File: config.mk
export PLATFORM = sky130hd
export DESIGN_NAME = mult_operand_sequencer
export DESIGN_NICKNAME = d
export VERILOG_FILES = /design/src/rtl/mult_seq_pkg.sv /design/src/rtl/mult_operand_fifo.sv /design/src/rtl/mult_operand_sequencer.sv
export SDC_FILE = /design/constraint.sdc
export NUM_CORES = 1
export LEC_CHECK = 0
export CAP_MARGIN = 20
export CORE_MARGIN = 5
export CORE_UTILIZATION = 53
export DETAILED_ROUTE_END_ITERATION = 16
export GPL_TIMING_DRIVEN = 0
export PLACE_DENSITY = 0.79
export SYNTH_ARGS = -nofsm -noshare
export SYNTH_HDL_FRONTEND = slang
export SYNTH_SLANG_ARGS = --single-unit
export TNS_END_PERCENT = 5
File: constraint.sdc
create_clock -name clk -period 3 [get_ports clk]
set_clock_uncertainty 0.1 [all_clocks]
set_input_delay 0.6 -clock clk [delete_from_list [all_inputs] [get_ports clk]]
set_output_delay 0.6 -clock clk [all_outputs]
set_load 0.02 [all_outputs]
File: src/rtl/mult_seq_pkg.sv
// Shared types and default parameters for the multiplier operand sequencer.
//   seq_state_e : sequencer FSM state encoding
//   *_DEF       : default operand width, FIFO depth and multiplier latency
package mult_seq_pkg;

   localparam int unsigned WIDTH_DEF    = 4;
   localparam int unsigned DEPTH_DEF    = 4;
   localparam int unsigned MULT_LAT_DEF = 6;

   typedef enum logic [1:0] {
      IDLE  = 2'd0,
      ISSUE = 2'd1,
      WAIT  = 2'd2,
      HOLD  = 2'd3
   } seq_state_e;

endpackage

File: src/rtl/mult_operand_fifo.sv
// Synchronous FIFO buffering packed {a, b} operand pairs.
//   clk, n_rst  : clock, synchronous active-low reset
//   push, wdata : write request and data (ignored when full)
//   pop, rdata  : read request; rdata shows the head entry
//   full, empty : occupancy flags
//   count       : number of stored entries
module mult_operand_fifo #(
   parameter int unsigned DATA_W = 8,
   parameter int unsigned DEPTH  = 4
) (
   input  logic                      clk,
   input  logic                      n_rst,
   input  logic                      push,
   input  logic [DATA_W-1:0]         wdata,
   input  logic                      pop,
   output logic [DATA_W-1:0]         rdata,
   output logic                      full,
   output logic                      empty,
   output logic [$clog2(DEPTH):0]    count
);

   localparam int unsigned PTR_W = $clog2(DEPTH);
   localparam int unsigned CNT_W = PTR_W + 1;

   logic [DATA_W-1:0] mem_q [DEPTH];
   logic [PTR_W-1:0]  wr_ptr_q, wr_ptr_d;
   logic [PTR_W-1:0]  rd_ptr_q, rd_ptr_d;
   logic [CNT_W-1:0]  cnt_q, cnt_d;
   logic              do_push, do_pop;

   assign full    = (cnt_q == CNT_W'(DEPTH));
   assign empty   = (cnt_q == '0);
   assign do_push = push && !full;
   assign do_pop  = pop && !empty;
   assign rdata   = mem_q[rd_ptr_q];
   assign count   = cnt_q;

   // Pointer and occupancy update; pointers wrap naturally at DEPTH.
   always_comb begin
      wr_ptr_d = wr_ptr_q;
      rd_ptr_d = rd_ptr_q;
      cnt_d    = cnt_q;
      if (do_push) wr_ptr_d = wr_ptr_q + PTR_W'(1);
      if (do_pop)  rd_ptr_d = rd_ptr_q + PTR_W'(1);
      case ({do_push, do_pop})
         2'b10:   cnt_d = cnt_q + CNT_W'(1);
         2'b01:   cnt_d = cnt_q - CNT_W'(1);
         default: cnt_d = cnt_q;
      endcase
   end

   always_ff @(posedge clk) begin
      if (!n_rst) begin
         wr_ptr_q <= '0;
         rd_ptr_q <= '0;
         cnt_q    <= '0;
      end else begin
         wr_ptr_q <= wr_ptr_d;
         rd_ptr_q <= rd_ptr_d;
         cnt_q    <= cnt_d;
      end
   end

   // Storage needs no reset: entries are only read after being written.
   always_ff @(posedge clk) begin
      if (do_push) mem_q[wr_ptr_q] <= wdata;
   end

endmodule

File: src/rtl/mult_operand_sequencer.sv
// Feeds operand pairs to a fixed-latency shift-add multiplier and returns
// its products downstream in arrival order.
//   clk, n_rst                : clock, synchronous active-low reset
//   in_valid/in_ready/in_a/b  : operand pair input handshake
//   mul_start/mul_a/mul_b     : start pulse and operands to the multiplier
//   mul_product               : multiplier result, sampled after MULT_LAT
//   out_valid/out_ready       : result handshake
//   out_product               : captured product
module mult_operand_sequencer
   import mult_seq_pkg::*;
#(
   parameter int unsigned WIDTH      = WIDTH_DEF,
   parameter int unsigned FIFO_DEPTH = DEPTH_DEF,
   parameter int unsigned MULT_LAT   = MULT_LAT_DEF
) (
   input  logic               clk,
   input  logic               n_rst,
   input  logic               in_valid,
   output logic               in_ready,
   input  logic [WIDTH-1:0]   in_a,
   input  logic [WIDTH-1:0]   in_b,
   output logic               mul_start,
   output logic [WIDTH-1:0]   mul_a,
   output logic [WIDTH-1:0]   mul_b,
   input  logic [2*WIDTH-1:0] mul_product,
   output logic               out_valid,
   input  logic               out_ready,
   output logic [2*WIDTH-1:0] out_product
);

   localparam int unsigned DATA_W = 2 * WIDTH;
   localparam int unsigned FCNT_W = $clog2(FIFO_DEPTH) + 1;
   localparam int unsigned LAT_W  = (MULT_LAT > 1) ? $clog2(MULT_LAT) : 1;

   seq_state_e         state_q, state_d;
   logic [LAT_W-1:0]   cnt_q, cnt_d;
   logic               mul_start_q, mul_start_d;
   logic [WIDTH-1:0]   mul_a_q, mul_a_d;
   logic [WIDTH-1:0]   mul_b_q, mul_b_d;
   logic               out_valid_q, out_valid_d;
   logic [DATA_W-1:0]  out_product_q, out_product_d;

   logic               fifo_push, fifo_pop;
   logic [DATA_W-1:0]  fifo_rdata;
   logic               fifo_full, fifo_empty;
   logic [FCNT_W-1:0]  fifo_count;

   assign in_ready  = !fifo_full;
   assign fifo_push = in_valid && in_ready;
   assign fifo_pop  = (state_q == IDLE) && !fifo_empty;

   mult_operand_fifo #(
      .DATA_W (DATA_W),
      .DEPTH  (FIFO_DEPTH)
   ) u_fifo (
      .clk   (clk),
      .n_rst (n_rst),
      .push  (fifo_push),
      .wdata ({in_a, in_b}),
      .pop   (fifo_pop),
      .rdata (fifo_rdata),
      .full  (fifo_full),
      .empty (fifo_empty),
      .count (fifo_count)
   );

   // State register.
   always_ff @(posedge clk) begin
      if (!n_rst) state_q <= IDLE;
      else        state_q <= state_d;
   end

   // Next-state logic.
   always_comb begin
      state_d = state_q;
      case (state_q)
         IDLE:    if (fifo_count != '0) state_d = ISSUE;
         ISSUE:   state_d = WAIT;
         WAIT:    if (cnt_q == '0) state_d = HOLD;
         HOLD:    if (out_ready) state_d = IDLE;
         default: state_d = IDLE;
      endcase
   end

   // Output/datapath next values; the start pulse is set on the way into
   // ISSUE so that the registered mul_start is high only during ISSUE.
   always_comb begin
      mul_start_d   = 1'b0;
      mul_a_d       = mul_a_q;
      mul_b_d       = mul_b_q;
      cnt_d         = cnt_q;
      out_valid_d   = out_valid_q;
      out_product_d = out_product_q;
      case (state_q)
         IDLE: begin
            if (!fifo_empty) begin
               mul_a_d     = fifo_rdata[DATA_W-1:WIDTH];
               mul_b_d     = fifo_rdata[WIDTH-1:0];
               mul_start_d = 1'b1;
            end
         end
         ISSUE: cnt_d = LAT_W'(MULT_LAT - 1);
         WAIT: begin
            if (cnt_q == '0) begin
               out_product_d = mul_product;
               out_valid_d   = 1'b1;
            end else begin
               cnt_d = cnt_q - LAT_W'(1);
            end
         end
         HOLD:    if (out_ready) out_valid_d = 1'b0;
         default: ;
      endcase
   end

   always_ff @(posedge clk) begin
      if (!n_rst) begin
         cnt_q         <= '0;
         mul_start_q   <= 1'b0;
         mul_a_q       <= '0;
         mul_b_q       <= '0;
         out_valid_q   <= 1'b0;
         out_product_q <= '0;
      end else begin
         cnt_q         <= cnt_d;
         mul_start_q   <= mul_start_d;
         mul_a_q       <= mul_a_d;
         mul_b_q       <= mul_b_d;
         out_valid_q   <= out_valid_d;
         out_product_q <= out_product_d;
      end
   end

   assign mul_start   = mul_start_q;
   assign mul_a       = mul_a_q;
   assign mul_b       = mul_b_q;
   assign out_valid   = out_valid_q;
   assign out_product = out_product_q;

endmodule

==> results.yml, run 1 <==
power_and_ir_drop:
  p_leak_uw: 0.00113
  powerDensity_nw_per_um2: 915
  ir_drop_mv: 0.478
placement:
  port_buffers: 37
  place_area_um2: 2980
  place_ws_ps: 414
  dp_hpwl_um: 3050
  place_congestion: 0.735
  placed_cells: 279
sta:
  hold_violations: 0
  max_freq_ghz: 0.382
  period_minus_slack_ps: 2620
  slew_headroom_pct: 63.2
  slew_viol_final: 0
  fin_tns_setup_ps: 0
  tightest_slew_ps: 553
  whs_ps: 365
  timing.final.ws_setup_ps: 380
  post-route-period-util_pct: 87.3
  rsz0062_at_grt: "no"
  setup_viol: 0
synthesis:
  synthCells: 188
  synth-compound-area-share_pct: 8.07
  yosysUniqueCellTypes: 40
  synth-xor-area-share_pct: 1.38
  synth-seq-cells: 62
  synth-warning-count: 0
  async_reset_ff_share_pct: 0
  synth_edf_count: 32
  ys_dominant_reg_cell: "edfxtp_1"
  synth.area.mux_share_pct: 10.6
  synth_nets: 220
  seq_area_frac_synth_pct: 61.4
  synth_area_um2: 2540
  synth_top_family_by_area: "multiplexers"
  synthSimpleGateAreaFrac_pct: 8.66
  synth.avg_cell_area_um2: 13.5
  synth-adder-area-share_pct: 6.20
final_layout:
  fin_cells: 295
  diodes: 0
  nets: 268
  layout-drive-gt1-share_pct: 14.1
  final_common_cell: "clkdlybuf4s50_1"
  area_growth_pct: 24.7
  mostFrequentLayoutCells: "clkdlybuf4s50_1, edfxtp_1, dfxtp_1"
  final_area_um2: 3170
critical_path:
  crit_chain: "inv_1 -> ha_1 -> o31a_2 -> buf_2 -> ha_1 -> inv_1 -> fa_1 -> xor2_1 -> or3_2 -> a21oi_1"
  r2r_cells: 10
  slowest_stage: "or3_2"
  critical_path_required_ps: 3150
  critical_path.top_delay_family: "adder cells"
  reg2reg_from: "state_q[0]$_SDFFE_PN0P_"
  r2r-end: "u_fifo.count[2]$_SDFFE_PN0P_"
  slowest_delay_ps: 400
  cp_max_fo: 10
  cp-start-kind: "flip-flop"
  cp_data_arrival_time_ps: 2770
  criticalPathCategory: "reg2reg"
  end_kind: "flip-flop"
  reg2reg_setup_slack_ps: 380
  critPathBufInv: 3
drt:
  num_vias: 1573
  drt_wl_total_um: 4490
  drc: 0
  first_pass_iters: 4
  via_per_inst: 5.33
  wl_per_cell_um: 15.2
  drt_iter0_drc: 94
  ant_nets: 0
die:
  pin_count: 39
  coreArea_um2: 4690
  die_h_um: 79.3
  die_w_um: 79.3
  start_util_pct: 54.2
  rows: 25
  dieArea_um2: 6280
global_route:
  grt_util_all_layers_pct: 16.1
  grt_pass1_wl_um: 7560
  grt_start_max_net_pins: 12
  grt_pass1_vias: 1517
  antenna_found_initial: 0
  grt_overflow_total: 0
hold_path:
  worst_hold_path_type: "reg2reg"
  whs_endpoint: "mul_a[3]$_SDFFE_PN0P_"
  hp-start: "mul_a[3]$_SDFFE_PN0P_"
  hold_depth: 2
flow_run:
  maxCapViolCount: 0
clocking:
  cts_tree: "built"
  cts_sinks: 62
  clk_pin_slew_worst_paths_ps: 70
  cts_hold_buf: 0
  cts_setup_buffers: 0
  cts-resized-gates: 0
  cts_buffers: 9
  insertion_delay_ps: 330
  clockRootBuffer: "clkbuf_8"
  cts_buffer_depth: 2
  ctsHtreeMaxLevel: 3
outcome:
  status: "finished, final reports clean"
==> worst min-delay path, delay by kind of cell (launching register included) <==
kind | cells | cell delay, ps
and+or+nand+nor | 1 | 50
AOI/OAI and AO/OA | 1 | 60
DFF | 1 | 310
==> synthesized netlist by cell type (2+ instances only) <==
master / n / area share [%]
o21ai_0: 2 / 0.39
mux2i_1: 9 / 3.5
xor2_1: 3 / 1.0
a21o_1: 2 / 0.59
and3_2: 4 / 1.2
nor2_1: 17 / 2.5
a21oi_1: 6 / 1.2
nand3_1: 2 / 0.39
buf_2: 5 / 0.98
o2bb2ai_1: 8 / 2.8
mux4_2: 8 / 7.1
dfxtp_1: 30 / 24
clkbuf_1: 3 / 0.44
edfxtp_1: 32 / 38
nand2_1: 12 / 1.8
inv_1: 10 / 1.5
nor3_1: 2 / 0.39
ha_1: 11 / 5.4
==> cell type report <==
cell class / instances / area, µm²
buffer: 10 / 51.3
clock buffer: 10 / 128
clock inverter: 6 / 62.6
fill: 357 / 1520
inverter: 11 / 41.3
multi-input combinational: 105 / 888
sequential: 62 / 1560
tap: 54 / 67.6
timing repair buffer: 37 / 370
==> worst max path at each step <==
stage | slack (ps) | depth (start not counted) | end | startpoint
after floorplan | 650 | 10 | u_fifo.count[2]$_SDFFE_PN0P_ | state_q[0]$_SDFFE_PN0P_
after global placement | 480 | 10 | u_fifo.count[2]$_SDFFE_PN0P_ | state_q[1]$_SDFFE_PN0P_
after detailed placement | 410 | 10 | u_fifo.count[2]$_SDFFE_PN0P_ | state_q[0]$_SDFFE_PN0P_
after CTS | 380 | 10 | u_fifo.count[2]$_SDFFE_PN0P_ | state_q[0]$_SDFFE_PN0P_
after global routing | 270 | 10 | u_fifo.count[2]$_SDFFE_PN0P_ | state_q[0]$_SDFFE_PN0P_
final | 380 | 10 | u_fifo.count[2]$_SDFFE_PN0P_ | state_q[0]$_SDFFE_PN0P_
==> metrics by stage <==
| step | util [%] | power [µW] |
|---|---|---|
| 3_3_place_gp | 63.5 | 2200 |
| 5_1_grt | 67.6 | 3090 |
| 3_5_place_dp | 63.5 | 2220 |
| 6_report | 67.6 | 2900 |
| 4_1_cts | 67.6 | 2930 |
| 2_1_floorplan | - | 1890 |
==> flip-flops by register name, indices dropped and copies added, names as in the netlist <==
signal and flops:
out_valid 1, state_q 2, cnt_q 3, u_fifo.rd_ptr_q 2, u_fifo.mem_q 32, u_fifo.count 3, mul_start 1, mul_a 4
mul_b 4, u_fifo.wr_ptr_q 2, out_product 8
==> metal layers <==
layer | wire length, µm | vias up | share of wire (%) | global-route usage [%]
met1 | 2030 | 755 | 45 | 20.0
met2 | 2260 | 35 | 50 | 25.8
met3 | 181 | 2 | 4.0 | 4.65
met4 | 24 | 0 | 0.53 | 7.73
li1 | - | 781 | - | -
met5 | 0 | - | 0 | 0
==> cell families (layout without fill, tap and decap cells) <==
kind of cell,after synthesis,after routing
simple gates,45,45
buf+inv,21,74
compound gates,27,27
mux,17,17
flops,62,62
xor+xnor,4,4
fa+ha+maj,12,12
==> power breakdown <==
group	switching, µW	internal [µW]	total, µW
Combinational	538	499	1040
Sequential	98.1	1070	1170
Clock	317	381	698
(Power assumes the default switching activity.)
==> inputs of run 2 (changes only) <==
--- a/config.mk
+++ b/config.mk
@@ -11,6 +11,7 @@
 export DETAILED_ROUTE_END_ITERATION = 16
 export GPL_TIMING_DRIVEN = 0
 export PLACE_DENSITY = 0.79
+export SLEW_MARGIN = 20
 export SYNTH_ARGS = -nofsm -noshare
 export SYNTH_HDL_FRONTEND = slang
 export SYNTH_SLANG_ARGS = --single-unit
==> results of run 2 <==
Same layout as run 1: the final DEF is identical, and so are final timing and power.
==> inputs of run 3 (changes only) <==
--- a/config.mk
+++ b/config.mk
@@ -10,6 +10,7 @@
 export CORE_UTILIZATION = 53
 export DETAILED_ROUTE_END_ITERATION = 16
 export GPL_TIMING_DRIVEN = 0
+export MAX_ROUTING_LAYER = met4
 export PLACE_DENSITY = 0.79
 export SLEW_MARGIN = 20
 export SYNTH_ARGS = -nofsm -noshare
==> results.yml, run 3 (synthesis gave the netlist of run 1 again) <==
drt:
  drt_iter0_drc: 88
  ant_nets: 0
  num_vias: 1566
  first_pass_iters: 4
  drt_wl_total_um: 4490
  via_per_inst: 5.31
  drc: 0
  wl_per_cell_um: 15.2
critical_path:
  cp_max_fo: 10
  critPathBufInv: 3
  critical_path_required_ps: 3150
  cp-start-kind: "flip-flop"
  startpoint: "state_q[0]$_SDFFE_PN0P_"
  crit_chain: "inv_1 -> ha_1 -> o31a_2 -> buf_2 -> ha_1 -> inv_1 -> fa_1 -> xor2_1 -> or3_2 -> a21oi_1"
  criticalPathCategory: "reg2reg"
  slowest_delay_ps: 400
  cp_data_arrival_time_ps: 2770
  critical_path.top_delay_family: "adder cells"
  slowest_stage: "or3_2"
  end_kind: "flip-flop"
  reg2reg_from: "state_q[0]$_SDFFE_PN0P_"
sta:
  tightest_slew_ps: 550
  whs_ps: 365
  slew_viol_final: 0
  rsz0062_at_grt: "no"
  hold_violations: 0
  slew_headroom_pct: 63.3
  period_minus_slack_ps: 2610
  setup_viol: 0
  fin_tns_setup_ps: 0
  max_freq_ghz: 0.382
  timing.final.ws_setup_ps: 385
  post-route-period-util_pct: 87.2
global_route:
  grt_pass1_vias: 1511
  grt_util_all_layers_pct: 16.6
  grt_overflow_total: 0
  grt_start_max_net_pins: 12
  antenna_found_initial: 0
  grt_pass1_wl_um: 7550
outcome:
  status: "finished, final reports clean"
placement:
  placed_cells: 279
  place_congestion: 0.744
  place_ws_ps: 414
  dp_hpwl_um: 3050
  port_buffers: 37
clocking:
  cts-resized-gates: 0
  clockRootBuffer: "clkbuf_8"
  ctsHtreeMaxLevel: 3
  cts_buffers: 9
  cts_sinks: 62
  cts_buffer_depth: 2
  clk_pin_slew_worst_paths_ps: 70
  cts_tree: "built"
  insertion_delay_ps: 330
  cts_hold_buf: 0
  cts_setup_buffers: 0
power_and_ir_drop:
  ir_drop_mv: 0.476
  powerDensity_nw_per_um2: 915
  p_leak_uw: 0.00113
hold_path:
  worst_hold_path_type: "reg2reg"
  hp-start: "mul_a[3]$_SDFFE_PN0P_"
final_layout:
  diodes: 0
  largest_reg_flops: 32
  fill_cells: 357
  final_common_cell: "clkdlybuf4s50_1"
  fin_cells: 295
  area_growth_pct: 24.7
  regMostFlops: "u_fifo.mem_q"
  mostFrequentLayoutCells: "clkdlybuf4s50_1, edfxtp_1, dfxtp_1"
  layout-drive-gt1-share_pct: 14.1
  nets: 268
die:
  pin_count: 39
  coreArea_um2: 4690
  die_w_um: 79.3
  start_util_pct: 54.2
  die_h_um: 79.3
  dieArea_um2: 6280
  rows: 25
flow_run:
  maxCapViolCount: 0
## run 3: cell counts in the layout (fill, tap and decap cells not counted)
Identical to the previous run, type by type.
## run 3: worst paths after layout
kind | end | slack (ps) | depth (start not counted)
worst max-delay path | u_fifo.count[2]$_SDFFE_PN0P_ | 390 | 10
worst min-delay path | mul_a[3]$_SDFFE_PN0P_ | 360 | 2
worst max register to register | u_fifo.count[2]$_SDFFE_PN0P_ | 390 | 10
worst min register to register | mul_a[3]$_SDFFE_PN0P_ | 360 | 2
## run 3: layout make-up
cell class	count	area [µm²]	share of cell area, %
Buffer	10	51.3	1.62
Clock buffer	10	128	4.03
Clock inverter	6	62.6	1.97
Inverter	11	41.3	1.30
Multi-Input combinational cell	105	888	28.0
Sequential cell	62	1560	49.3
Tap cell	54	67.6	2.13
Timing Repair Buffer	37	370	11.7
## run 3: power breakdown
group	internal, µW	switching [µW]
Combinational	499	538
Sequential	1070	97.5
Clock	381	316
## run 3: layer usage
layer	vias up	GRT usage [%]	wire length, µm
met2	31	25.7	2230
met4	0	7.73	29
met1	749	20.2	2050
li1	782	-	-
met3	4	4.65	191
met5	-	-	0
## run 3: stage by stage
stage	util, %	instance area (µm²)	total power, µW
after floorplan	-	2540	1890
after global placement	63.5	2980	2200
after detailed placement	63.5	2980	2220
after CTS	67.6	3170	2930
after global routing	67.6	3170	3100
final	67.6	3170	2900
## run 3: worst min-delay path, delay by kind of cell, from the launching register on
kind	cells	cell delay [ps]
and+or+nand+nor	1	50
DFF	1	310
AOI/OAI and AO/OA	1	60
